--- src/rtl/seven_segment_mux.sv ---
// seven_segment_mux: time-multiplexed hex driver for a common-anode 7-segment bank with
// per-digit dp/blanking and 16-level PWM. Optional macro: LEADING_ZERO_BLANK_EN.
`default_nettype none

module seven_segment_mux #(
  parameter int DIGITS      = 4,
  parameter int REFRESH_DIV = 50000,
  parameter bit ACTIVE_LOW  = 1'b1
) (
  input  logic                  clk,
  input  logic                  rst_n,
  input  logic [4*DIGITS-1:0]   number,
  input  logic                  load,
  input  logic [DIGITS-1:0]     dp_in,
  input  logic [DIGITS-1:0]     blank,
  input  logic [3:0]            brightness,
  output logic [DIGITS-1:0]     anode,
  output logic [6:0]            segment,
  output logic                  dp,
  output logic                  digit_tick
);

  localparam int SUB_DIV = REFRESH_DIV / 16;
  localparam int SUB_W   = (SUB_DIV > 1) ? $clog2(SUB_DIV) : 1;
  localparam int IDX_W   = (DIGITS > 1) ? $clog2(DIGITS) : 1;
  localparam logic [SUB_W-1:0]  SUB_LAST  = SUB_W'(SUB_DIV - 1);
  localparam logic [IDX_W-1:0]  IDX_LAST  = IDX_W'(DIGITS - 1);
  localparam logic [DIGITS-1:0] ANODE_POL = {DIGITS{ACTIVE_LOW}};
  localparam logic [6:0]        SEG_POL   = {7{ACTIVE_LOW}};

  logic [SUB_W-1:0]    sub_q, sub_d;
  logic [3:0]          pwm_q, pwm_d;
  logic [IDX_W-1:0]    idx_q, idx_d;
  logic [4*DIGITS-1:0] number_q;
  logic [DIGITS-1:0]   dp_q, blank_q;
  logic [DIGITS-1:0]   anode_q, anode_d;
  logic [6:0]          segment_q, segment_d;
  logic                dp_q_o, dp_d;
  logic                tick_q, tick_d;
  logic                sub_end, scan_adv, digit_on;
  logic [3:0]          nibble;
  logic [6:0]          seg_raw;
  logic [DIGITS-1:0]   suppress;

`ifdef LEADING_ZERO_BLANK_EN
  // A digit is suppressed when it and every digit above it hold zero; digit 0 always shows.
  always_comb begin
    logic zero_run;
    zero_run = 1'b1;
    suppress = '0;
    for (int i = DIGITS - 1; i >= 1; i--) begin
      zero_run    = zero_run & (number_q[4*i +: 4] == 4'h0);
      suppress[i] = zero_run;
    end
  end
`else
  assign suppress = '0;
`endif

  always_comb begin
    sub_end  = (sub_q == SUB_LAST);
    scan_adv = sub_end && (pwm_q == 4'hF);
    sub_d    = sub_end ? '0 : sub_q + 1'b1;
    pwm_d    = sub_end ? pwm_q + 1'b1 : pwm_q;
    idx_d    = idx_q;
    if (scan_adv) begin
      idx_d = (idx_q == IDX_LAST) ? '0 : idx_q + 1'b1;
    end
  end

  always_comb begin
    nibble = number_q[{idx_q, 2'b00} +: 4];
    case (nibble)
      4'h0: seg_raw = 7'h3F;
      4'h1: seg_raw = 7'h06;
      4'h2: seg_raw = 7'h5B;
      4'h3: seg_raw = 7'h4F;
      4'h4: seg_raw = 7'h66;
      4'h5: seg_raw = 7'h6D;
      4'h6: seg_raw = 7'h7D;
      4'h7: seg_raw = 7'h07;
      4'h8: seg_raw = 7'h7F;
      4'h9: seg_raw = 7'h6F;
      4'hA: seg_raw = 7'h77;
      4'hB: seg_raw = 7'h7C;
      4'hC: seg_raw = 7'h39;
      4'hD: seg_raw = 7'h5E;
      4'hE: seg_raw = 7'h79;
      default: seg_raw = 7'h71;
    endcase
    digit_on  = (pwm_q <= brightness) && !blank_q[idx_q] && !suppress[idx_q];
    anode_d   = (digit_on ? (DIGITS'(1) << idx_q) : '0) ^ ANODE_POL;
    segment_d = seg_raw ^ SEG_POL;
    dp_d      = (dp_q[idx_q] & ~suppress[idx_q]) ^ ACTIVE_LOW;
    tick_d    = scan_adv;
  end

  always_ff @(posedge clk or negedge rst_n) begin
    if (!rst_n) begin
      sub_q     <= '0;
      pwm_q     <= '0;
      idx_q     <= '0;
      number_q  <= '0;
      dp_q      <= '0;
      blank_q   <= '0;
      anode_q   <= ANODE_POL;
      segment_q <= SEG_POL;
      dp_q_o    <= ACTIVE_LOW;
      tick_q    <= 1'b0;
    end else begin
      sub_q     <= sub_d;
      pwm_q     <= pwm_d;
      idx_q     <= idx_d;
      if (load) begin
        number_q <= number;
        dp_q     <= dp_in;
        blank_q  <= blank;
      end
      anode_q   <= anode_d;
      segment_q <= segment_d;
      dp_q_o    <= dp_d;
      tick_q    <= tick_d;
    end
  end

  assign anode      = anode_q;
  assign segment    = segment_q;
  assign dp         = dp_q_o;
  assign digit_tick = tick_q;

endmodule

`default_nettype wire
--- config.mk ---
export PLATFORM = sky130hd
export DESIGN_NAME = seven_segment_mux
export DESIGN_NICKNAME = d
export VERILOG_FILES = /design/src/rtl/seven_segment_mux.sv
export SDC_FILE = /design/constraint.sdc
export NUM_CORES = 1
export LEC_CHECK = 0
export CAP_MARGIN = 20
export CORE_UTILIZATION = 45
export DETAILED_ROUTE_END_ITERATION = 10
export PLACE_DENSITY = 0.71
export SLEW_MARGIN = 20
export SYNTH_ARGS = -nofsm -noshare
export SYNTH_HDL_FRONTEND = slang
export SYNTH_SLANG_ARGS = --single-unit
export TNS_END_PERCENT = 1
--- constraint.sdc ---
create_clock -name clk -period 2.44 [get_ports clk]
set_input_delay 0.488 -clock clk [delete_from_list [all_inputs] [get_ports clk]]
set_output_delay 0.488 -clock clk [all_outputs]
set_load 0.1 [all_outputs]
Word-level counts from Yosys, hierarchy flattened
Memories as Yosys holds them, arrays and structs flattened.
Index checks and enable logic that the tools add are counted.
{ "totals": {"regBits": 55, "rom_bits": 112, "output_inout_bits": 13, "elab_cells": 40, "memories": 1} }
{ "op_classes": {"add_sub_neg": 3, "order_cmp": 2, "n_eq_ne": 3, "shift": 2, "mux": 9, "bitwise_logic": 5, "n_reduce_logical": 5} }
{ "mem_list": {"columns": ["memory", "depth", "width", "rd", "rd_clocked_by_memory_dff", "write_ports", "line_no", "rtl"], "rows": [
  ["(no name shown)", 16, 7, 1, 0, 0, "73", "case (nibble)"]
]} }
{ "op_table": {"columns": ["operator", "count"], "rows": [
  ["16-bit by 5-bit indexed part select with 4-bit output", 1],
  ["12-bit by 1-bit adder with 12-bit output (second input constant)", 1],
  ["12-bit equality test (second input constant)", 1],
  ["12-bit 2-to-1 mux", 1],
  ["7-bit inverter", 1],
  ["1-bit binary-select mux with 2-bit select", 3],
  ["4-bit by 1-bit adder with 4-bit output (second input constant)", 1],
  ["4-bit equality test (second input constant)", 1],
  ["4-bit <= comparator", 1],
  ["4-bit 2-to-1 mux", 1],
  ["4-bit inverter", 1],
  ["1-bit by 2-bit << shifter with 4-bit output (first input constant)", 1],
  ["1-bit logical AND", 3],
  ["2-bit by 3-bit < comparator with 1-bit output (second input constant)", 1],
  ["1-bit 2-to-1 mux", 3],
  ["2-bit by 1-bit adder with 2-bit output (second input constant)", 1],
  ["2-bit equality test (second input constant)", 1],
  ["1-bit logical NOT", 2],
  ["2-bit 2-to-1 mux", 1],
  ["1-bit inverter", 2],
  ["1-bit bitwise AND", 1]
]} }

Logic depth before layout (Yosys ltp)
{ "depth": {"ltp_word": 7, "ltp_mapped": 8, "depth_no_buf": 7} }

Worst setup path before layout
OpenSTA, ideal clock, no wires.
{ "synth_timing": {"path_type": "flip-flop to flip-flop", "start": "register idx_q[0]", "end": "register segment_q[3] (netlist: segment[3])", "setup_ps": 94, "arrival_time_ps": 1850, "setup_slack_ps": 496, "path_stages_with_launch": 7, "n_path_buf": 1, "synth_period_minus_slack_ps": 1944, "path_cell_list": "dfrtp_1 > buf_2 > mux4_2 > inv_1 > ha_1 > inv_1 > mux4_2"} }
{ "synth_between": {"elab_chain_len": 3} }
{ "synth_lines": {"columns": ["element", "line_no", "rtl"], "rows": [
  ["start, declared", "33", "logic [IDX_W-1:0] idx_q, idx_d;"],
  ["start signal, assigned", "113", "idx_q <= idx_d;"],
  ["16-bit by 5-bit indexed part select with 4-bit output", "72", "nibble = number_q[{idx_q, 2'b00} +: 4];"],
  ["memory 16 x 7 bit", null, null],
  ["7-bit inverter (no line)", null, null],
  ["via segment_d[3]", "37", "logic [6:0] segment_q, segment_d;"],
  ["end signal, assigned", "120", "segment_q <= segment_d;"],
  ["end, declared", "37", null]
]} }
The timed path passes the listed nets, and every way through them passes these cells.
A chain may end at the register's enable or synchronous reset.

Worst setup path after layout
Ends and elaborated chain as after synthesis.

==> run_results.csv <==
group,metric,value,unit
clock_network,clock_latency,300,ps
final_layout,fin_area,3200,µm²
synthesis,ys_seq_area_share,53.2,%
global_route,grt_pass1_vias,1606,
setup_path,critPathMaxFanout,6,
global_route,grt_max_degree,31,
placement,hpwl,3230,µm
setup_path,critPathBufInv,2,
die,die_w,78.3,µm
global_route,grt_usage,15.6,%
timing,max_freq,495,MHz
setup_path,cp_top_family,"multiplexers",
final_layout,nNetsFinal,299,
placement,place_area,3100,µm²
placement,place_ws,166,ps
power_and_ir_drop,p_sw,0.578,mW
setup_path,startpoint_type,"register",
synthesis,yosysWarnings,0,
clock_network,clock_path_buffers,2,
clock_network,cts-hold-fix-buffers,0,
power_and_ir_drop,cellPowerDensity,620,nW/µm²
final_layout,nFillCells,477,
power_and_ir_drop,p_leak,1.42,nW
synthesis,synth-seq-cells,55,
synthesis,synth_cells,203,
clock_network,path_clk_slew,90,ps
drt,ant_nets,0,
setup_path,crit_type,"register to register",
die,io_pins,44,
timing,rsz0062_at_grt,"no",
timing,hold_violations,0,
placement,io_buffers,43,
setup_path,max_stage_delay,620,ps
drt,vias,1619,
timing,setup_ws,420,ps
die,die_area,6120,µm²
die,row_count,27,
synthesis,synth-edff-count,0,
status,outcome,"completed",
synthesis,synth_xor_xnor_area_share,4.35,%
power_and_ir_drop,clkPwrFrac,26.8,%
synthesis,synthSimpleGateAreaFrac,9.66,%
timing,fin_crit_sh,82.8,%
synthesis,yosysUniqueCellTypes,31,
placement,place.gp.congestion,0.747,
drt,via_per_inst,5.00,
synthesis,syn-num-nets,251,
synthesis,synth-adder-area-share,8.13,%
clock_network,cts_made_buffers,5,
setup_path,critical_path_arrival,2240,ps
clock_network,clock-sinks,55,
power_and_ir_drop,p_comb_share,22.1,%
die,start_util,47.2,%
setup_path,path_cells,"mux4_2 > inv_1 > ha_1 > inv_1 > mux4_2",
min_path,worst_hold_path_type,"input port to async pin",
timing,setup_violations,0,
drt,routed_wl,4380,µm
global_route,gr-total-overflow,0,
timing,fin_crit,2020,ps
synthesis,syn_area,2620,µm²
power_and_ir_drop,pwr-share-seq,51.1,%
drt,drtIter0Drc,50,
final_layout,diodes,0,
synthesis,yosysTopAreaCell,"dfrtp_1",
timing,maxSlewViolCount,0,
synthesis,synth_async_sr_flop_share,100,%
clock_network,cts_resized,0,
synthesis,yosys.area.top_type_share,41.1,%
power_and_ir_drop,switching_share,29.1,%
power_and_ir_drop,peakVddDrop,267,µV
clock_network,cts-root-buf,"clkbuf_8",
timing,tightest_slew,430,ps
synthesis,synth_ff_type,"dfrtp_1",
clock_network,cts_tree,"built",
synthesis,synth_top_family_by_area,"multiplexers",
drt,dr.pass1.iters,6,
timing,setup-tns-final,0,ps
drt,routedWlPerCell,13.5,µm
timing,maxSlewHeadroom,71.0,%
global_route,antenna_found_initial,0,
synthesis,synth_compound_gate_area_share,2.77,%
drt,drc_errors,0,
die,core,5540,µm²
synthesis,avgSynthCellArea,12.9,µm²
synthesis,ys_top_cells_by_area,"dfrtp_1 41%, dfstp_2 12%, mux2_2 12%",
setup_path,crit_slowest_cell,"mux4_2",
final_layout,drive_gt1_share,30.6,%
power_and_ir_drop,p_int,1.41,mW
setup_path,required,2660,ps
clock_network,cts_htree_levels,2,
final_layout,area_delta_synth_final,22.5,%
job,maxCapViolations,0,
timing,finalClockSkew,8.84,ps
synthesis,yosys-mux-area-fraction,18.4,%
global_route,grt_pass1_wl,7380,µm
clock_network,postCtsSetupBuffers,0,
die,die_y,78.3,µm
setup_path,cp-end-kind,"register",
==> Yosys cell counts (2+ instances only) <==
master,number
buf_4,2
o21ai_0,5
ha_1,17
xnor2_1,9
inv_1,14
mux2i_1,3
o22ai_1,2
mux2_2,28
dfrtp_1,43
dfstp_2,12
nor2b_1,2
o21a_1,2
nand2_1,10
nand4_1,5
nand3_1,8
xor2_1,4
mux4_2,6
nor3_1,2
buf_2,2
nor2_1,13
clkbuf_1,4
==> layer usage <==
metal | vias to the layer above | share of wire [%] | track usage [%]
met5 | - | 0 | 0
met4 | 0 | 1.3 | 7.22
met3 | 13 | 5.6 | 3.49
met2 | 40 | 46 | 24.1
met1 | 776 | 47 | 20.8
li1 | 790 | - | -
==> layout make-up <==
class                   instances  area [µm²]  area share [%]
flip-flops and latches         55        1390            43.4
well taps                      72        90.1            2.81
multi-input cells             126        1130            35.3
inverters                      14        52.6            1.64
clock buffers                   8         100            3.12
repair buffers                 49         438            13.7
==> final timing paths <==
kind	from	to	slack, ps	cells after the start
hold reg to reg	sub_q[6]$_DFF_PN0_	sub_q[6]$_DFF_PN0_	500	1
hold / removal	rst_n	blank_q[1]$_DFFE_PN0P_	10	1
setup / recovery	idx_q[0]$_DFFE_PN0P_	segment[3]$_DFF_PN1_	420	5
setup reg to reg	idx_q[0]$_DFFE_PN0P_	segment[3]$_DFF_PN1_	420	5
max in group asynchronous	rst_n	number_q[11]$_DFFE_PN0P_	1800	2
min in group clk	sub_q[6]$_DFF_PN0_	sub_q[6]$_DFF_PN0_	500	1
==> layout by cell type, fill, tap and decap left out, types with 3 or more instances in the layout <==
cell type,netlist,routed
buf_4,2,19
clkbuf_8,0,7
clkdlybuf4s50_1,0,29
dfrtp_1,43,43
dfstp_2,12,12
ha_1,17,17
inv_1,14,14
mux2_2,28,28
mux2i_1,3,3
mux4_2,6,6
nand2_1,10,10
nand3_1,8,8
nand4_1,5,5
nor2_1,13,13
o21ai_0,5,5
xnor2_1,9,9
xor2_1,4,4
==> metrics by stage <==
stage	total power [mW]	util, %	hold WS (ps)	cells
after detailed placement	1.47	56.0	341	316
after CTS	2.02	57.8	9.40	324
after floorplan	1.35	-	192	203
after global placement	1.47	56.0	337	316
final	1.99	57.8	14.5	324
after global routing	2.08	57.8	12.9	324
==> power groups by stage <==
stage,clock [mW],sequential (mW),combinational [mW]
floorplan,0,1.22,0.132
global placement,0,1.03,0.436
CTS,0.556,1.02,0.442
detailed placement,0,1.03,0.441
finish,0.532,1.02,0.438
global route,0.588,1.02,0.467
==> flip-flops by register name (all words and copies together), names as in the netlist <==
| register | count |
|---|---|
| anode | 4 |
| blank_q | 4 |
| idx_q | 2 |
| number_q | 16 |
| sub_q | 12 |
| digit_tick | 1 |
| pwm_q | 4 |
| dp | 1 |
| segment | 7 |
| dp_q | 4 |
==> cells by family after synthesis <==
kind of cell / after synthesis
xor+xnor: 13
buf+inv: 22
fa+ha+maj: 17
flops: 55
compound gates: 12
simple gates: 47
mux: 37
(Power assumes the default switching activity.)
